## src/rtl/conv_enc_sequencer_if.sv

```systemverilog
// Handshake bundle between scrambler, K=7 encoder, interleaver and the frame sequencer.
// The slave modport is the sequencer view; master is the surrounding datapath.
interface conv_enc_sequencer_if #(
    parameter int LEN_W = 13
);
    logic             start;
    logic [LEN_W-1:0] frame_len;
    logic             in_bit;
    logic             in_valid;
    logic             in_ready;
    logic             enc_data;
    logic             enc_en;
    logic             enc_out;
    logic             coded_bit;
    logic             coded_valid;
    logic             busy;
    logic             frame_done;
    logic             len_err;
    logic             underrun;

    modport slave (
        input  start, frame_len, in_bit, in_valid, enc_out,
        output in_ready, enc_data, enc_en, coded_bit, coded_valid,
               busy, frame_done, len_err, underrun
    );

    modport master (
        output start, frame_len, in_bit, in_valid, enc_out,
        input  in_ready, enc_data, enc_en, coded_bit, coded_valid,
               busy, frame_done, len_err, underrun
    );
endinterface

```

## src/rtl/conv_enc_sequencer.sv

```systemverilog
// Frame sequencer for the serial K=7 rate-1/2 encoder: data, zero tail, drain, then clear.
// state | meaning
// IDLE  | waiting for start, encoder held cleared
// DATA  | passing scrambler bits to the encoder, one per clock
// TAIL  | feeding TAIL_BITS zeros to flush the shift register
// DRAIN | encoder enabled with zero input until all coded bits are captured
// DONE  | encoder cleared, frame_done pulse
module conv_enc_sequencer #(
    parameter int MAX_BITS  = 4096,
    parameter int TAIL_BITS = 6,
    parameter int ENC_LAT   = 1,
    parameter int LEN_W     = $clog2(MAX_BITS + 1),
    parameter int CNT_W     = $clog2(2 * (MAX_BITS + TAIL_BITS) + ENC_LAT + 1)
) (
    input logic                Clk,
    input logic                Reset,
    conv_enc_sequencer_if.slave bus
);

    typedef enum logic [2:0] {
        IDLE  = 3'd0,
        DATA  = 3'd1,
        TAIL  = 3'd2,
        DRAIN = 3'd3,
        DONE  = 3'd4
    } state_t;

    localparam logic [CNT_W-1:0] TAIL_C    = CNT_W'(TAIL_BITS);
    localparam logic [CNT_W-1:0] TAIL_LAST = CNT_W'(TAIL_BITS - 1);
    localparam logic [CNT_W-1:0] LAT_C     = CNT_W'(ENC_LAT);

    state_t           state;
    logic [CNT_W-1:0] phase_cnt;
    logic [CNT_W-1:0] samp_left;
    logic [CNT_W-1:0] en_cnt;
    logic             samp_active;

    logic [LEN_W-1:0] len_in;
    logic [CNT_W-1:0] len_ext;
    logic             len_ok;
    logic             enc_en_c;
    logic             sample;

    assign len_in  = bus.frame_len;
    assign len_ext = CNT_W'(len_in);
    assign len_ok  = (len_in != '0) && (int'(len_in) <= MAX_BITS);

    always_comb begin
        enc_en_c = 1'b0;
        case (state)
            DATA:        enc_en_c = bus.in_valid;
            TAIL, DRAIN: enc_en_c = 1'b1;
            default:     enc_en_c = 1'b0;
        endcase
    end

    assign sample       = enc_en_c && samp_active && (en_cnt >= LAT_C);
    assign bus.enc_en   = enc_en_c;
    assign bus.enc_data = (state == DATA) && bus.in_bit;
    assign bus.in_ready = (state == DATA);
    assign bus.busy     = (state != IDLE);

    always_ff @(posedge Clk or posedge Reset) begin
        if (Reset) begin
            state           <= IDLE;
            phase_cnt       <= '0;
            samp_left       <= '0;
            en_cnt          <= '0;
            samp_active     <= 1'b0;
            bus.coded_bit   <= 1'b0;
            bus.coded_valid <= 1'b0;
            bus.frame_done  <= 1'b0;
            bus.len_err     <= 1'b0;
            bus.underrun    <= 1'b0;
        end else begin
            bus.frame_done  <= 1'b0;
            bus.len_err     <= 1'b0;
            bus.underrun    <= 1'b0;
            bus.coded_valid <= sample;
            bus.coded_bit   <= sample & bus.enc_out;

            if (enc_en_c)
                en_cnt <= en_cnt + 1'b1;
            if (sample) begin
                samp_left <= samp_left - 1'b1;
                if (samp_left == '0)
                    samp_active <= 1'b0;
            end

            case (state)
                IDLE: begin
                    if (bus.start) begin
                        if (len_ok) begin
                            state       <= DATA;
                            phase_cnt   <= len_ext - 1'b1;
                            samp_left   <= ((len_ext + TAIL_C) << 1) - 1'b1;
                            en_cnt      <= '0;
                            samp_active <= 1'b1;
                        end else begin
                            bus.len_err <= 1'b1;
                        end
                    end
                end
                DATA: begin
                    // A gap from the scrambler aborts the frame; enc_en is already low this cycle.
                    if (!bus.in_valid) begin
                        bus.underrun <= 1'b1;
                        samp_active  <= 1'b0;
                        state        <= IDLE;
                    end else if (phase_cnt == '0) begin
                        phase_cnt <= TAIL_LAST;
                        state     <= TAIL;
                    end else begin
                        phase_cnt <= phase_cnt - 1'b1;
                    end
                end
                TAIL: begin
                    if (phase_cnt == '0)
                        state <= DRAIN;
                    else
                        phase_cnt <= phase_cnt - 1'b1;
                end
                DRAIN: begin
                    if (sample && samp_left == '0) begin
                        state          <= DONE;
                        bus.frame_done <= 1'b1;
                    end
                end
                DONE: begin
                    state <= IDLE;
                end
                default: state <= IDLE;
            endcase
        end
    end

endmodule

```

## src/flat_wrapper.sv

```systemverilog
// flat-port wrapper written by rule: the top's interface ports become plain ports
module conv_enc_sequencer_flat 
#(
    parameter int MAX_BITS  = 4096,
    parameter int TAIL_BITS = 6,
    parameter int ENC_LAT   = 1,
    parameter int LEN_W     = $clog2(MAX_BITS + 1),
    parameter int CNT_W     = $clog2(2 * (MAX_BITS + TAIL_BITS) + ENC_LAT + 1)
)
  (Clk, Reset, bus_start, bus_frame_len, bus_in_bit, bus_in_valid, bus_enc_out, bus_in_ready, bus_enc_data, bus_enc_en, bus_coded_bit, bus_coded_valid, bus_busy, bus_frame_done, bus_len_err, bus_underrun);
  conv_enc_sequencer_if #(.LEN_W(LEN_W)) bus_i ();
  input logic Clk;
  input logic Reset;
  input wire logic [$bits(bus_i.start)-1:0] bus_start;
  input wire logic [$bits(bus_i.frame_len)-1:0] bus_frame_len;
  input wire logic [$bits(bus_i.in_bit)-1:0] bus_in_bit;
  input wire logic [$bits(bus_i.in_valid)-1:0] bus_in_valid;
  input wire logic [$bits(bus_i.enc_out)-1:0] bus_enc_out;
  output wire logic [$bits(bus_i.in_ready)-1:0] bus_in_ready;
  output wire logic [$bits(bus_i.enc_data)-1:0] bus_enc_data;
  output wire logic [$bits(bus_i.enc_en)-1:0] bus_enc_en;
  output wire logic [$bits(bus_i.coded_bit)-1:0] bus_coded_bit;
  output wire logic [$bits(bus_i.coded_valid)-1:0] bus_coded_valid;
  output wire logic [$bits(bus_i.busy)-1:0] bus_busy;
  output wire logic [$bits(bus_i.frame_done)-1:0] bus_frame_done;
  output wire logic [$bits(bus_i.len_err)-1:0] bus_len_err;
  output wire logic [$bits(bus_i.underrun)-1:0] bus_underrun;
  assign bus_i.start = bus_start;
  assign bus_i.frame_len = bus_frame_len;
  assign bus_i.in_bit = bus_in_bit;
  assign bus_i.in_valid = bus_in_valid;
  assign bus_i.enc_out = bus_enc_out;
  assign bus_in_ready = bus_i.in_ready;
  assign bus_enc_data = bus_i.enc_data;
  assign bus_enc_en = bus_i.enc_en;
  assign bus_coded_bit = bus_i.coded_bit;
  assign bus_coded_valid = bus_i.coded_valid;
  assign bus_busy = bus_i.busy;
  assign bus_frame_done = bus_i.frame_done;
  assign bus_len_err = bus_i.len_err;
  assign bus_underrun = bus_i.underrun;
  conv_enc_sequencer #(.MAX_BITS(MAX_BITS), .TAIL_BITS(TAIL_BITS), .ENC_LAT(ENC_LAT), .LEN_W(LEN_W), .CNT_W(CNT_W)) u_core (.Clk(Clk), .Reset(Reset), .bus(bus_i));
endmodule
```

## config.mk

```make
export PLATFORM = sky130hd
export DESIGN_NAME = conv_enc_sequencer_flat
export DESIGN_NICKNAME = d
export VERILOG_FILES = /design/src/rtl/conv_enc_sequencer_if.sv /design/src/rtl/conv_enc_sequencer.sv /design/src/flat_wrapper.sv
export SDC_FILE = /design/constraint.sdc
export NUM_CORES = 1
export LEC_CHECK = 0
export BUFFER_PORTS_ARGS = -buffer_cell sky130_fd_sc_hd__buf_2
export CAP_MARGIN = 10
export CORE_UTILIZATION = 35
export CTS_CLUSTER_SIZE = 40
export DETAILED_ROUTE_END_ITERATION = 10
export GPL_TIMING_DRIVEN = 1
export HOLD_SLACK_MARGIN = 0.1
export PLACE_DENSITY = 0.49
export SYNTH_ARGS = -nofsm -noshare
export SYNTH_HDL_FRONTEND = slang
export SYNTH_SLANG_ARGS = --single-unit
```

## constraint.sdc

```tcl
create_clock -name Clk -period 3.1 [get_ports Clk]
set_input_delay 0 -clock Clk [delete_from_list [all_inputs] [get_ports Clk]]
set_output_delay 0 -clock Clk [all_outputs]
set_load 0.02 [all_outputs]
```

==> out/qor.yml <==
clock_tree:
  h-tree-depth: 2
  cts-root-buf: "clkbuf_8"
  tritoncts: "built"
  cts_buffers: 5
  cts_buffer_depth: 2
  postCtsResizedCells: 0
  clk_pin_slew_worst_paths_ps: 100
  post_cts_buffers: 0
  insertion_delay_ps: 310
  cts_sinks: 51
floorplan:
  chipHeight_um: 104
  io_pins: 28
  num_rows: 37
  dieArea_um2: 10900
  core_um2: 10200
  start_util_pct: 35.9
  dieWidth_um: 104
cells_and_area:
  multi_input_area_um2: 2210
  area_delta_synth_final_pct: 11.3
  n_antenna_cell: 0
  layout_commonest_cell: "dfrtp_1"
  regArea_um2: 1280
  drive_gt1_share_pct: 12.5
  fillers: 1054
  nets: 485
  final_cell_mix: "51 x dfrtp_1, 43 x nor2_1, 35 x o21ai_0, 30 x nand2_1, 28 x xnor2_1"
drt:
  vias: 3165
  drtIter0Drc: 158
  vias_per_cell: 5.35
  antenna_left: 0
  drc: 0
  wire_per_inst_um: 15.1
  dr.pass1.iters: 4
  wl_mm: 8.94
synth:
  synth-xor-area-share_pct: 12.2
  ys_seq_area_share_pct: 34.7
  syn_area_per_cell_um2: 8.51
  async_flop_share_pct: 100
  syn_inst: 432
  synthMuxAreaShare_pct: 3.37
  yosys_warnings: 0
  synth_edf_count: 0
  synthSimpleGateAreaFrac_pct: 24.0
  synth_top_family_by_area: "simple AND/OR/NAND/NOR gates"
  synth_adder_area_share_pct: 3.75
  netlist_area_um2: 3670
  synth_compound_area_share_pct: 16.8
  yosys_register_bits: 51
  synthDistinctLibCells: 60
  synth_fp_nets: 462
  ys.flop_type: "dfrtp_1"
grt:
  grt_pass1_wl_mm: 15.2
  grt-ovfl-total: 0
  grt_max_degree: 45
  antenna_found_initial: 0
  grt_pass1_vias: 3042
  track_usage_pct: 17.3
sta:
  fmax_mhz: 397
  report.final.slew_viol_count: 0
  setup_violations: 0
  period_minus_slack_ps: 2520
  fin_skew_ps: 12.0
  setup_tns_ps: 0
  finalHoldViolCount: 0
  slew_headroom_pct: 37.2
  grt_setup_unrepaired: "no"
  tightest_slew_ps: 941
  period_share_pct: 81.3
power_and_ir_drop:
  p_leak_nw: 1.68
  vdd_drop_max_mv: 0.235
  total_power_w: 0.00278
  power.density_nw_per_um2: 681
placed_design:
  hpwl_mm: 6.72
  gp_congestion: 0.834
  portBuffers: 27
worst_setup_path:
  worstReg2RegEnd: "u_core.phase_cnt[6]"
  max_stage_delay_ps: 540
  crit-reg2reg-launch: "u_core.phase_cnt[8]"
  cp.required_ps: 3320
  crit_arrival_ps: 2740
  setup.worst_path.class: "input pin to flop"
  cp-end-kind: "flop"
  worst-r2r-setup-slack_ps: 650
  cp_slowest_cell: "dlygate4sd3_1"
  rr_worst_depth: 7
  start_kind: "input pin"
  cp_common_cell: "o21ai_0"
  crit_chain: "dlygate4sd3_1, buf_2, nor4_1, nand4_1, mux2i_1, o22ai_2, buf_4, o21ai_0, o21ai_0"
  crit_fanout: 16
hold_path:
  holdPathStages: 3
  min_path_type: "input pin to flop"
  worstHoldStart: "bus_frame_len[12]"
  holdPathEnd: "u_core.bus.len_err"
job:
  drv_cap: 0
outcome:
  status: "finished, final reports clean"
-- sequential cells by signal, indices dropped and copies added (netlist names) --
name,flops
u_core.bus.len_err,1
u_core.bus.coded_bit,1
u_core.phase_cnt,14
u_core.bus.underrun,1
u_core.state,3
u_core.bus.coded_valid,1
u_core.samp_active,1
u_core.bus.frame_done,1
u_core.samp_left,14
u_core.en_cnt,14
-- synth_stat cells (18+ instances only) --
master,n,share of area [%]
dfrtp_1,51,35
nor2_1,43,4.4
o21ai_0,35,4.8
nand2_1,30,3.1
xnor2_1,28,6.7
xor2_1,23,5.5
a21oi_1,22,3.0
inv_1,20,2.0
nor3_1,18,2.5
-- cell type report --
type	count	share of cell area, %
well taps	136	4.16
flip-flops and latches	51	31.2
clock buffers	6	1.77
clock inverters	2	0.948
repair buffers	40	6.06
inverters	20	1.83
multi-input cells	337	54.0
-- per-layer routing --
layer	up-vias	global-route usage, %	share of wire, %
met4	0	5.00	0.76
li1	1578	-	-
met5	-	0	0
met3	5	2.26	4.1
met1	1515	25.2	50
met2	67	26.5	45
-- timing repair --
action	in CTS	in global routing
endpoints found under the setup margin	0	0
hold buffers	6	0
hold endpoints to repair	50	0
-- metrics by stage --
step	hold slack (ps)	cell area, um^2	utilization [%]	setup slack (ps)	instances
after floorplan	78.1	3670	-	1040	432
final	107	4090	40.0	580	592
after CTS	106	4090	40.0	520	592
after detailed placement	218	3920	38.3	704	578
after global placement	206	3920	38.3	706	578
after global routing	129	4090	40.0	271	592
-- report_power, final --
part | total [W] | switching, W | leakage (nW) | internal, W
sequential | 0.00113 | 0.000242 | 0.651 | 0.000887
clock | 0.000483 | 0.000238 | 0.0558 | 0.000244
combinational | 0.00117 | 0.000706 | 0.976 | 0.000468
total | 0.00278 | 0.00119 | 1.68 | 0.00160
-- cells by family after synthesis --
family,Yosys count
AOI/OAI and AO/OA,95
xor gates and xnor gates,51
adders and majority gates,11
buffers and inverters,44
DFF,51
muxes,12
and+or+nand+nor,168
-- how the worst max path moves through the flow --
stage          cells after the start                 from                    to
2_1_floorplan                      7  u_core.phase_cnt[8]  u_core.phase_cnt[12]
3_3_place_gp                       8     bus_frame_len[2]  u_core.phase_cnt[13]
3_5_place_dp                       7    bus_frame_len[10]  u_core.samp_left[11]
4_1_cts                            8    bus_frame_len[11]  u_core.samp_left[11]
5_1_grt                            9    bus_frame_len[11]  u_core.phase_cnt[13]
6_report                           9    bus_frame_len[11]   u_core.phase_cnt[6]
-- worst max-delay path: cells and delay by family --
| kind | cells | cell delay (ps) |
|---|---|---|
| and+or+nand+nor | 2 | 890 |
| AOI/OAI and AO/OA | 3 | 620 |
| muxes | 1 | 230 |
| buffers and inverters | 3 | 1000 |
(Power assumes the default switching activity.)
